File: src/rtl/ecc_pkg.sv
// Shared types and widths for the 13-bit Hamming scrubber path.
package ecc_pkg;

    localparam int unsigned CODE_W = 13;
    localparam int unsigned DATA_W = 8;

    typedef enum logic [2:0] {
        StIdle,
        StRd,
        StChk,
        StWr,
        StDone
    } scrub_state_e;

    typedef enum logic [1:0] {
        CLEAN,
        CORR,
        UNCORR
    } ecc_class_e;

endpackage

File: src/rtl/hamming13_check.sv
// Combinational SECDED check of one 13-bit codeword: classifies it and
// produces the corrected codeword.
module hamming13_check
    import ecc_pkg::*;
(
    input  logic [12:0] code,
    output logic [1:0]  cls,
    output logic [12:0] corrected
);

    logic [3:0] syn;
    logic       par;

    always_comb begin
        syn[0] = code[1] ^ code[3] ^ code[5] ^ code[7] ^ code[9] ^ code[11];
        syn[1] = code[2] ^ code[3] ^ code[6] ^ code[7] ^ code[10] ^ code[11];
        syn[2] = code[4] ^ code[5] ^ code[6] ^ code[7] ^ code[12];
        syn[3] = code[8] ^ code[9] ^ code[10] ^ code[11] ^ code[12];
        par    = ^code;

        // syn==0 with par set flips code[0], so one shift covers both cases
        corrected = code;
        cls       = CLEAN;
        if (!par) begin
            if (syn != 4'd0) cls = UNCORR;
        end else if (syn <= 4'd12) begin
            corrected = code ^ (13'd1 << syn);
            cls       = CORR;
        end else begin
            cls = UNCORR;
        end
    end

endmodule

File: src/rtl/ecc_scrubber.sv
// Background scrubber: sweeps 0..DEPTH-1, repairs single-bit errors in place
// and counts correctable / uncorrectable words.
module ecc_scrubber
    import ecc_pkg::*;
#(
    parameter int unsigned ADDR_W = 8,
    parameter int unsigned DEPTH  = 256
) (
    input  logic              clk,
    input  logic              rst,
    input  logic              start,
    output logic              busy,
    output logic              done,
    output logic              mem_req,
    output logic              mem_we,
    output logic [ADDR_W-1:0] mem_addr,
    output logic [12:0]       mem_wdata,
    input  logic [12:0]       mem_rdata,
    output logic [15:0]       corr_cnt,
    output logic [15:0]       uncorr_cnt,
    output logic              uncorr_flag,
    output logic [ADDR_W-1:0] last_uncorr_addr
);

    scrub_state_e      state_q;
    logic [ADDR_W-1:0] addr_q;
    logic [1:0]        cls;
    logic [12:0]       corrected;
    logic              last_word;

    hamming13_check u_check (
        .code      (mem_rdata),
        .cls       (cls),
        .corrected (corrected)
    );

    assign last_word = (addr_q == ADDR_W'(DEPTH - 1));

    always_ff @(posedge clk) begin
        if (rst) begin
            state_q          <= StIdle;
            addr_q           <= '0;
            busy             <= 1'b0;
            done             <= 1'b0;
            mem_req          <= 1'b0;
            mem_we           <= 1'b0;
            mem_addr         <= '0;
            mem_wdata        <= '0;
            corr_cnt         <= '0;
            uncorr_cnt       <= '0;
            uncorr_flag      <= 1'b0;
            last_uncorr_addr <= '0;
        end else begin
            done      <= 1'b0;
            mem_req   <= 1'b0;
            mem_we    <= 1'b0;
            mem_wdata <= '0;
            unique case (state_q)
                StIdle: begin
                    if (start) begin
                        corr_cnt         <= '0;
                        uncorr_cnt       <= '0;
                        uncorr_flag      <= 1'b0;
                        last_uncorr_addr <= '0;
                        addr_q           <= '0;
                        busy             <= 1'b1;
                        mem_req          <= 1'b1;
                        mem_addr         <= '0;
                        state_q          <= StRd;
                    end
                end
                StRd: state_q <= StChk;
                StChk, StWr: begin
                    if (state_q == StChk && cls == CORR) begin
                        if (corr_cnt != 16'hFFFF) corr_cnt <= corr_cnt + 16'd1;
                        mem_req   <= 1'b1;
                        mem_we    <= 1'b1;
                        mem_wdata <= corrected;
                        state_q   <= StWr;
                    end else begin
                        if (state_q == StChk && cls == UNCORR) begin
                            if (uncorr_cnt != 16'hFFFF) uncorr_cnt <= uncorr_cnt + 16'd1;
                            uncorr_flag      <= 1'b1;
                            last_uncorr_addr <= addr_q;
                        end
                        if (last_word) begin
                            done    <= 1'b1;
                            state_q <= StDone;
                        end else begin
                            addr_q   <= addr_q + 1'b1;
                            mem_req  <= 1'b1;
                            mem_addr <= addr_q + 1'b1;
                            state_q  <= StRd;
                        end
                    end
                end
                StDone: begin
                    busy    <= 1'b0;
                    state_q <= StIdle;
                end
                default: state_q <= StIdle;
            endcase
        end
    end

endmodule
File: config.mk
export PLATFORM = sky130hd
export DESIGN_NAME = ecc_scrubber
export DESIGN_NICKNAME = d
export VERILOG_FILES = /design/src/rtl/ecc_pkg.sv /design/src/rtl/hamming13_check.sv /design/src/rtl/ecc_scrubber.sv
export SDC_FILE = /design/constraint.sdc
export NUM_CORES = 1
export LEC_CHECK = 0
export BUFFER_PORTS_ARGS = -buffer_cell sky130_fd_sc_hd__clkbuf_2
export CELL_PAD_IN_SITES_DETAIL_PLACEMENT = 2
export CELL_PAD_IN_SITES_GLOBAL_PLACEMENT = 2
export CORE_ASPECT_RATIO = 0.9
export CORE_MARGIN = 2
export CORE_UTILIZATION = 32
export DETAILED_ROUTE_END_ITERATION = 10
export PLACE_DENSITY_LB_ADDON = 0.1
export SLEW_MARGIN = 20
export SYNTH_ARGS = -nofsm -noshare
export SYNTH_HDL_FRONTEND = slang
export SYNTH_SLANG_ARGS = --single-unit
File: constraint.sdc
create_clock -name clk -period 3.36 [get_ports clk]
set_input_delay 0.336 -clock clk [delete_from_list [all_inputs] [get_ports clk]]
set_output_delay 0.336 -clock clk [all_outputs]
set_load 0.02 [all_outputs]
## Word-level counts from Yosys, hierarchy flattened

Cells that the tools add are included.

| storage, ports and cells | value |
|---|---|
| register bits after elaboration | 69 |
| output and inout port bits | 66 |
| logic and storage cells | 105 |
| input port bits | 16 |

| cells by class | value |
|---|---|
| bitwise logic cells | 21 |
| $lt $le $gt $ge | 1 |
| reduce and logical (&&, ||, !) cells | 16 |
| equal/unequal tests | 16 |
| shifts and indexed selects | 1 |
| muxes and demuxes | 36 |
| $add $sub $neg | 3 |

Operators by type and width:

| kind | count |
|---|---|
| $mux 16 | 6 |
| $pmux 16 s2 | 2 |
| $mux 8 | 5 |
| $add 16x1->16 const B | 2 |
| $ne 16x16->1 const B | 2 |
| $pmux 8 s2 | 2 |
| $mux 13 | 2 |
| $xor 1x1->1 | 18 |
| $ne 2x2->1 const B | 7 |
| $reduce_xor 13->1 | 1 |
| $shl 1x4->13 const A | 1 |
| $xor 13x13->13 | 1 |
| $reduce_and 4->1 | 3 |
| $mux 1 | 9 |
| $mux 3 | 3 |
| $pmux 3 s3 | 1 |
| $add 8x1->8 const B | 1 |
| $eq 8x8->1 const B | 1 |
| $eq 3x2->1 const B | 2 |
| $mux 2 | 3 |
| $pmux 1 s2 | 3 |
| $reduce_or 3->1 | 2 |
| $reduce_and 5->1 | 1 |
| $le 4x4->1 const B | 1 |
| 11 further kinds | 15 |

## Logic depth before layout (Yosys ltp)

Gate-level depths: netlist (run 1).

| depth | value |
|---|---|
| word-level depth | 13 |
| depth in mapped cells | 9 |
| mapped depth without buffers | 8 |

## By module

From an unflattened synthesis (run 1), not the netlist that was laid out.

| second synthesis, totals | value |
|---|---|
| cell total of the unflattened synthesis | 441 |
| area total of the unflattened synthesis | 3970.1 µm² |

Modules (own cells, without submodules):

| module | seq. area each (µm²) | cells each | area each (µm²) | times used |
|---|---|---|---|---|
| ecc_scrubber | 1381.3 | 372 | 3201.8 | 1 |
| hamming13_check | 0.0 | 69 | 768.2 | 1 |

## Worst setup path before layout (run 1)

OpenSTA, ideal clock, no wires.

| path | value |
|---|---|
| path type | input -> register |
| start point | input port mem_rdata[5] |
| end point | register uncorr_cnt[9] |
| setup time | 0.091 ns |
| data required time | 3.269 ns |
| buffers on the path | 0 |
| slack | 0.898 ns |
| cell stages on the path | 7 |
| arrival | 2.371 ns |
| cells stage by stage | xnor2_2 -> xor3_1 -> and4_4 -> or3_4 -> a211oi_4 -> a41oi_1 -> a311oi_1 |

| between the ends | value |
|---|---|
| word-level cells in the longest chain between the ends | 11 |
| elaborated cells between the ends (all ways) | 21 |
| classes of those cells | 1 x order compare; 4 x eq/ne; 3 x mux; 8 x bitwise; 5 x reduce/logical |

Ends and longest elaborated chain:

| element | line | source |
|---|---|---|
| start, declared | ecc_scrubber.sv:18 | `input logic [12:0] mem_rdata,` |
| $xor 1x1->1 (on tied branches) (4 in series) | hamming13_check.sv:15, hamming13_check.sv:17 |  |
| $le 4x4->1 or $reduce_bool 4->1 (tied branches) | hamming13_check.sv:26, hamming13_check.sv:25 |  |
| $mux 2 (on tied branches) | hamming13_check.sv:26, hamming13_check.sv:25 |  |
| $mux 2 * | hamming13_check.sv:24 | `if (!par) begin` |
| $eq 2x2->1 or $eq 2x1->1 (tied branches) | ecc_scrubber.sv:81, ecc_scrubber.sv:74 |  |
| $logic_and 1x1->1 (on tied branches) | ecc_scrubber.sv:81, ecc_scrubber.sv:74 |  |
| $ne 2x2->1 (no line) | -- |  |
| $reduce_and 5->1 (no line) * | -- |  |
| end signal, assigned | ecc_scrubber.sv:82 | `if (uncorr_cnt != 16'hFFFF) uncorr_cnt <= uncorr_cnt + 16'd1;` |
| end, declared | ecc_scrubber.sv:20 | `output logic [15:0] uncorr_cnt,` |

Every way passes the cells marked *; elsewhere a longest branch is shown, timed or not.
A chain may end at the register's enable or synchronous reset.

## Worst setup path in the final report (run 1)

| path | value |
|---|---|
| start point | input port mem_rdata[5] |
| end point | register uncorr_cnt[15] |

The elaborated chain is that of the path after synthesis.

==> flow_summary.yaml, run 1 <==
route:
  num_vias: 3602
  drt_pass1_iterations: 4
  drt-wirelength-per-cell_um: 18.1
  drtAntennaViolNets: 0
  avgViaCountPerCell: 5.42
  drc: 0
  drt_iter0_markers: 122
  routed_wl_mm: 12.1
yosys:
  synth_top_cell_by_area: "dfxtp_1"
  synth-seq-cells: 69
  yosys.cell_types.count: 58
  ys_seq_area_frac: 0.376
  synthFlopType: "dfxtp_1"
  syn_nets: 444
  synthCells: 425
  synth_area_um2: 3670
  synth-async-reset-ratio: 0
  synth_top_area_share: 0.376
  yosys_warnings: 0
  synth_area_per_cell_um2: 8.64
  synth_area_leaders: "dfxtp_1 (38%), a21oi_1 (4.8%), xnor2_1 (4.3%)"
  synth_edf_count: 0
critical_path:
  start_kind: "input pin"
  arrival_ps: 2930
  crit_required_ps: 3630
  r2r_start: "uncorr_cnt[0]$_SDFFE_PP0P_"
  slowest_stage: "xor3_1"
  max_stage_delay_ps: 580
  crit_chain: "clkbuf_2 > xnor2_2 > xor3_1 > and4_4 > o31ai_2 > o211ai_1 > or3_1 > a21oi_1"
  endpoint_kind: "flop"
  critPathLaunch: "mem_rdata[5]"
  crit_type: "in -> reg"
  worst-path-max-fanout: 11
placement:
  portBuffers: 81
  dp.cells: 649
  place_hpwl_mm: 8.69
  gp_congestion: 0.824
  dpl_worst_slack_ps: 364
grt:
  grt_first_pass_wirelength_mm: 20.1
  overflow: 0
  grt_max_degree: 38
  grt_pass1_vias: 3868
  grt.total_usage: 0.209
  antenna_found_initial: 0
clock_tree:
  clk_pin_slew_ps: 60
  cts.repair.resized: 0
  clockBufferDepth: 2
  cts_max_level: 3
  post_cts.repair.setup_buffers: 0
  holdBufCountCts: 0
  cts_root_buf: "clkbuf_16"
  cts_buffers: 9
  clock_latency_ps: 350
  clock-sinks: 69
  cts_tree: "built"
sta:
  final.setup_skew_ps: 5.01
  finalCritPeriodShare: 0.789
  worst_slew_pin_slew_ps: 830
  fmax_mhz: 377
  slew_headroom: 0.444
  rsz0062_at_grt: "no"
  setup_viol: 0
  fin_crit_ps: 2650
  hold_viol: 0
  slew_violations: 0
  setup_ws_ps: 709
  fin_setup_tns_ps: 0
run_status:
  status: "complete, no violations"
floorplan:
  die_height_um: 106
  pin_count: 82
  start_util: 0.325
  die-area_um2: 12400
  core-area_um2: 11300
  die_w_um: 117
  rows: 37
pwr:
  powerDensity_nw_per_um2: 529
  p_int_mw: 1.65
  leakage_nw: 1.74
  clkPwrFrac: 0.435
  p_sw_frac: 0.315
  p_seq_frac: 0.350
  power.switching_mw: 0.760
  power_mw: 2.41
  pwr-share-comb: 0.215
  ir_worst_vdd_uv: 318
finish:
  diodes: 0
  multi_input_area_um2: 2190
  seq_area_um2: 1380
  final_cells: 665
  post-route-util: 0.404
  nNetsFinal: 523
  n_fill_cell: 1310
  drive_gt1_frac: 0.244
  syn2layout_area_growth_pct: 24.3
run:
  drv_cap: 0
min_path:
  min_path_type: "in -> reg"
  hp-start: "mem_rdata[0]"
[layout make-up]
type	instances	area share
Tap cell	156	0.0428
Timing Repair Buffer	86	0.0970
Clock buffer	9	0.0493
Clock inverter	7	0.0216
Multi-Input combinational cell	329	0.479
Inverter	9	0.00740
Sequential cell	69	0.303
[power groups by stage]
stage / clock network [mW] / logic, mW / registers, mW
global route: 1.12 / 0.568 / 0.847
finish: 1.05 / 0.518 / 0.845
global placement: 0 / 0.496 / 0.864
CTS: 1.08 / 0.519 / 0.845
detailed placement: 0 / 0.513 / 0.864
floorplan: 0 / 0.360 / 0.868
[through the flow]
step	cell area, um^2	hold WS, ps
floorplan	3670	488
global placement	4240	460
detailed placement	4240	473
CTS	4570	294
global route	4570	316
finish	4570	296
[layer usage]
metal	GRT usage	vias up	wire, um
li1	-	1743	-
met1	0.257	1788	5490
met2	0.361	59	6040
met3	0.0546	12	412
met4	0.0479	0	125
met5	0	-	0
[final timing paths]
path | slack, ps | cells after the start | endpoint
min | 300 | 3 | mem_wdata[0]$_SDFF_PP0_
max | 710 | 8 | uncorr_cnt[15]$_SDFFE_PP0P_
min reg2reg | 480 | 1 | last_uncorr_addr[7]$_SDFFE_PP0P_
max reg2reg | 930 | 8 | uncorr_cnt[14]$_SDFFE_PP0P_
[worst max-delay path, delay by kind of cell]
kind	cells	cell delay (ps)
AOI/OAI and AO/OA	3	850
buffers and inverters	1	110
and+or+nand+nor	2	720
xor gates and xnor gates	2	900
[state kept, by name, indices dropped and copies added (netlist names)]
register and count:
corr_cnt 16, uncorr_cnt 16, mem_wdata 13, addr_q 8, last_uncorr_addr 8, state_q 3, busy 1, done 1
mem_req 1, mem_we 1, uncorr_flag 1
[cells in the mapped netlist (2+ instances only)]
cell      number
xor2_1         8
a311oi_1       7
o21ai_0       23
nand4_1       11
dfxtp_1       69
inv_1          9
a21o_1         3
a31oi_1        5
xnor2_1       18
nand2_1       33
o31ai_1        7
nor4_1         5
nor2_1        29
o21a_1         5
a41oi_1        2
nand2b_1       2
clkbuf_1      15
or2_2          4
a41o_1         3
and3_1         7
or3_1         12
or4_1          9
a21oi_1       35
a22o_1         8
xor3_1         2
nand3_1       17
a211oi_1       2
xnor2_2        4
and2_1         6
o21ai_2        2
ha_1           3
mux2i_1        4
nor3_1        26
nor2b_1        2
xnor3_1        4
buf_2          2
[layout by cell type, fill, tap and decap left out, types with 8 or more instances in the layout]
master,synthesis,routed
clkbuf_16,0,9
dfxtp_1,69,69
clkbuf_2,0,81
nand4_1,11,11
xnor2_1,18,18
xor2_1,8,8
or3_1,12,12
inv_1,9,9
or4_1,9,9
nand2_1,33,33
nor2_1,29,29
a21oi_1,35,35
a22o_1,8,8
o21ai_0,23,23
nor3_1,26,26
nand3_1,17,17
[cell families (layout without fill, tap and decap cells)]
logic type / count (synthesis) / after routing / synth area share
AOI/OAI and AO/OA: 117 / 117 / 0.218
buffers and inverters: 27 / 111 / 0.0283
DFF: 69 / 69 / 0.376
xor gates and xnor gates: 36 / 36 / 0.117
adders and majority gates: 3 / 3 / 0.0102
and+or+nand+nor: 168 / 168 / 0.237
muxes: 5 / 5 / 0.0140
No activity file was read; power rests on OpenSTA's default activity.
==> run 2: changes to the inputs <==
Settings changed: CORE_UTILIZATION 32 to 29.
Clock period 3.36 ns to 2.4 ns, I/O delays scaled along.
==> run 2 against run 1 <==
Routed wire length rose by 10%. Setup slack got worse by 630 ps. Via count is 5.3% higher. Design area grew 8.2%. Largest cell class unchanged. Critical endpoint is now last_uncorr_addr[5]$_SDFFE_PP0P_.
==> flow_summary.yaml, run 2 (synthesis results as in run 1) <==
critical_path:
  crit_type: "in -> reg"
  timing.rr.end: "uncorr_cnt[8]$_SDFFE_PP0P_"
  start_kind: "input pin"
  arrival_ps: 2600
  critPathCapture: "last_uncorr_addr[5]$_SDFFE_PP0P_"
  worst-path-max-fanout: 8
  crit_required_ps: 2680
  ff2ff_setup_slack_ps: 180
  critPathLaunch: "mem_rdata[3]"
  endpoint_kind: "flop"
  reg2regPathDepth: 9
  r2r_start: "uncorr_cnt[0]$_SDFFE_PP0P_"
sta:
  fin_crit_ps: 2320
  setup_ws_ps: 83.0
  fmax_mhz: 432
  hold_viol: 0
  holdWs_ps: 207
  worst_slew_pin_slew_ps: 762
  finalCritPeriodShare: 0.965
  final.setup_skew_ps: 6.27
  rsz0062_at_grt: "yes"
  setup_viol: 0
  slew_headroom: 0.490
  slew_violations: 0
  fin_setup_tns_ps: 0
clock_tree:
  clock_latency_ps: 340
  cts_root_buf: "clkbuf_16"
  clk_pin_slew_ps: 60
  cts_max_level: 3
  holdBufCountCts: 0
  cts_buffers: 9
  cts_tree: "built"
  clock-sinks: 69
  clockBufferDepth: 2
grt:
  grt_pass1_vias: 4143
  grt_first_pass_wirelength_mm: 22.0
  overflow: 0
  grt.total_usage: 0.206
  grt_max_degree: 38
  antenna_found_initial: 0
placement:
  portBuffers: 81
  gp_congestion: 0.773
  place_hpwl_mm: 9.73
  placed_area_um2: 4590
  dpl_worst_slack_ps: -249
  dp.cells: 695
floorplan:
  pin_count: 82
  rows: 38
  die_height_um: 111
  core-area_um2: 12200
  die_w_um: 123
  die-area_um2: 13600
  start_util: 0.301
finish:
  design_area_um2: 4940
  post-route-util: 0.404
  reg_top3: "corr_cnt: 16 flops, uncorr_cnt: 16 flops, mem_wdata: 13 flops"
  diodes: 0
  multi_input_area_um2: 2250
  final_cells: 712
  seq_area_um2: 1380
  nNetsFinal: 566
  layout_commonest_cell: "clkbuf_2"
  n_fill_cell: 1352
  drive_gt1_frac: 0.312
  syn2layout_area_growth_pct: 34.5
  final_cell_mix: "clkbuf_2 (81), dfxtp_1 (69), buf_4 (46), a21oi_1 (35), nand2_1 (32)"
route:
  num_vias: 3794
  drtAntennaViolNets: 0
  drt_iter0_markers: 135
  drt-wirelength-per-cell_um: 18.7
  drt_pass1_iterations: 4
  routed_wl_mm: 13.3
  drc: 0
  avgViaCountPerCell: 5.33
run:
  drv_cap: 0
pwr:
  ir_worst_vdd_uv: 416
  leakage_nw: 1.97
  powerDensity_nw_per_um2: 711
  power_mw: 3.51
min_path:
  min_path_type: "in -> reg"
run_status:
  status: "complete, no violations"
==> run 2: metal layers <==
| layer | GRT usage | vias up | share of wire |
|---|---|---|---|
| met4 | 0.0383 | 0 | 0.0082 |
| met2 | 0.352 | 62 | 0.51 |
| met5 | 0 | - | 0 |
| met3 | 0.0571 | 10 | 0.036 |
| met1 | 0.259 | 1894 | 0.45 |
| li1 | - | 1828 | - |
==> run 2: area by class of cell <==
cell class              instances  area share
well taps                     160      0.0405
clock buffers                  12      0.0478
inverters                       9     0.00684
clock inverters                 4     0.00987
flip-flops and latches         69       0.279
repair buffers                129       0.160
multi-input cells             329       0.455
==> run 2: how the worst min path moves through the flow <==
| stage | startpoint | to | cells after the start |
|---|---|---|---|
| 6_report | mem_rdata[4] | mem_wdata[4]$_SDFF_PP0_ | 3 |
| 5_1_grt | mem_rdata[4] | mem_wdata[4]$_SDFF_PP0_ | 3 |
| 4_1_cts | mem_rdata[0] | mem_wdata[0]$_SDFF_PP0_ | 3 |
| 3_5_place_dp | last_uncorr_addr[6]$_SDFFE_PP0P_ | last_uncorr_addr[6]$_SDFFE_PP0P_ | 1 |
| 3_3_place_gp | last_uncorr_addr[3]$_SDFFE_PP0P_ | last_uncorr_addr[3]$_SDFFE_PP0P_ | 1 |
| 2_1_floorplan | mem_rdata[0] | mem_wdata[0]$_SDFF_PP0_ | 2 |
==> run 2: where the power goes <==
group	internal [mW]	switching, mW	total (mW)	leakage [nW]
Combinational	0.441	0.565	1.01	1.27
Clock	0.804	0.524	1.33	0.141
Sequential	1.16	0.0176	1.18	0.557
Total	2.41	1.11	3.51	1.97
==> run 2: critical path, cell delays in order <==
cell      delay, ps
clkbuf_2        130
buf_4           160
xnor2_1         160
xnor2_2         360
xnor2_1         240
a22oi_2         320
nand3_1         150
nor2_1          610
a22o_1          230
==> run 2: what timing repair did <==
action / 4_1_cts / 5_1_grt
endpoints found under the setup margin: 0 / 27
buffers inserted: 0 / 1
resized for setup: 0 / 10
==> run 3: changes to the inputs <==
Settings changed: PLACE_DENSITY set to 0.81, PLACE_DENSITY_LB_ADDON 0.1 to not set.
==> run 3 against run 2 <==
Utilization up 0.57 points. Via count up 0.58%. Design area up 1.4%. Cell count up 0.98%. Worst hold slack better by 1.1 ps. Largest power group unchanged. First-iteration DRC count up 20%.
==> flow_summary.yaml, run 3 (synthesis results as in run 1) <==
sta:
  setup_viol: 0
  worst_slew_pin_slew_ps: 664
  slew_headroom: 0.556
  finalCritPeriodShare: 0.966
  slew_violations: 0
  fin_crit_ps: 2320
  fmax_mhz: 431
  hold_viol: 0
  rsz0062_at_grt: "yes"
  holdWs_ps: 208
  fin_setup_tns_ps: 0
  final.setup_skew_ps: 9.22
critical_path:
  worst-path-max-fanout: 6
  ff2ff_setup_slack_ps: 100
  arrival_ps: 2570
  crit_required_ps: 2650
  endpoint_kind: "flop"
  timing.rr.end: "uncorr_cnt[7]$_SDFFE_PP0P_"
  crit_type: "in -> reg"
  start_kind: "input pin"
  r2r_start: "uncorr_cnt[0]$_SDFFE_PP0P_"
  reg2regPathDepth: 9
clock_tree:
  clk_pin_slew_ps: 60
  holdBufCountCts: 0
  cts_root_buf: "clkbuf_16"
  clock-sinks: 69
  clock_latency_ps: 350
  clockBufferDepth: 2
  cts_max_level: 3
  cts_tree: "built"
  cts_buffers: 9
finish:
  layout_commonest_cell: "clkbuf_2"
  nNetsFinal: 573
  diodes: 0
  post-route-util: 0.410
  reg_top3: "corr_cnt: 16 flops, uncorr_cnt: 16 flops, mem_wdata: 13 flops"
  syn2layout_area_growth_pct: 36.4
  design_area_um2: 5010
  final_cell_mix: "clkbuf_2 (81), dfxtp_1 (69), buf_4 (54), a21oi_1 (35), nand2_1 (32)"
  drive_gt1_frac: 0.322
grt:
  grt_first_pass_wirelength_mm: 21.2
  grt.total_usage: 0.199
  grt_max_degree: 21
  antenna_found_initial: 0
  grt_pass1_vias: 4109
  overflow: 0
min_path:
  hp-start: "mem_rdata[0]"
  whs_endpoint: "mem_wdata[0]$_SDFF_PP0_"
  holdPathStages: 3
  min_path_type: "in -> reg"
run:
  drv_cap: 0
run_status:
  status: "complete, no violations"
floorplan:
  start_util: 0.301
  die_height_um: 111
  pin_count: 82
  core-area_um2: 12200
  die-area_um2: 13600
  die_w_um: 123
  rows: 38
route:
  num_vias: 3816
  drt-wirelength-per-cell_um: 18.1
  drt_iter0_markers: 162
  routed_wl_mm: 13.0
  drc: 0
  avgViaCountPerCell: 5.31
  drt_pass1_iterations: 4
  drtAntennaViolNets: 0
pwr:
  powerDensity_nw_per_um2: 730
  leakage_nw: 2.00
  power_mw: 3.66
  ir_worst_vdd_uv: 325
placement:
  placed_area_um2: 4620
  place_hpwl_mm: 9.93
  portBuffers: 81
  gp_congestion: 0.895
run 3: worst max-delay path by stage:
stage,from,endpoint,slack [ps]
2_1_floorplan,mem_rdata[5],uncorr_cnt[9]$_SDFFE_PP0P_,30
3_3_place_gp,mem_rdata[5],uncorr_cnt[10]$_SDFFE_PP0P_,-120
5_1_grt,mem_rdata[11],uncorr_cnt[7]$_SDFFE_PP0P_,-10
3_5_place_dp,mem_rdata[3],uncorr_cnt[4]$_SDFFE_PP0P_,-300
4_1_cts,uncorr_cnt[0]$_SDFFE_PP0P_,uncorr_cnt[4]$_SDFFE_PP0P_,6
6_report,mem_rdata[7],uncorr_cnt[7]$_SDFFE_PP0P_,80
run 3: through the flow:
stage                     setup WS (ps)  std cells
final                              81.9        719
after CTS                          5.50        717
after detailed placement           -299        701
after global routing              -12.5        719
after global placement             -122        701
after floorplan                    34.0        425
run 3: final cells by class:
| type | count | area (um^2) |
|---|---|---|
| clock buffer | 9 | 225 |
| clock inverter | 7 | 97.6 |
| fill | 1357 | 7210 |
| inverter | 9 | 33.8 |
| multi-input combinational | 329 | 2240 |
| sequential | 69 | 1380 |
| tap | 160 | 200 |
| timing repair buffer | 136 | 831 |
run 3: layer usage:
layer  vias to the layer above  part of all wire  wire [um]  GRT usage
li1                       1841                 -          -          -
met1                      1877              0.45       5810      0.242
met2                        82              0.49       6360      0.337
met3                        16             0.047        617     0.0504
met4                         0             0.017        215     0.0713
met5                         -                 0          0          0
run 3: power by group:
group	internal, mW	switching [mW]
sequential	1.16	0.0171
combinational	0.454	0.549
clock	0.915	0.560
run 3: repair_timing:
item                                    4_1_cts  5_1_grt
gates resized for setup                       0        9
buffers inserted                              0        2
endpoints found under the setup margin        0       17
endpoints found under the hold margin         0        0
run 3: critical path: stages:
cell and delay [ps]:
clkbuf_2 150, xnor2_4 190, buf_4 170, xnor3_1 340, and4_4 240, or3_4 380, a211oi_4 380, buf_4 180
a21oi_1 50, a311oi_1 260
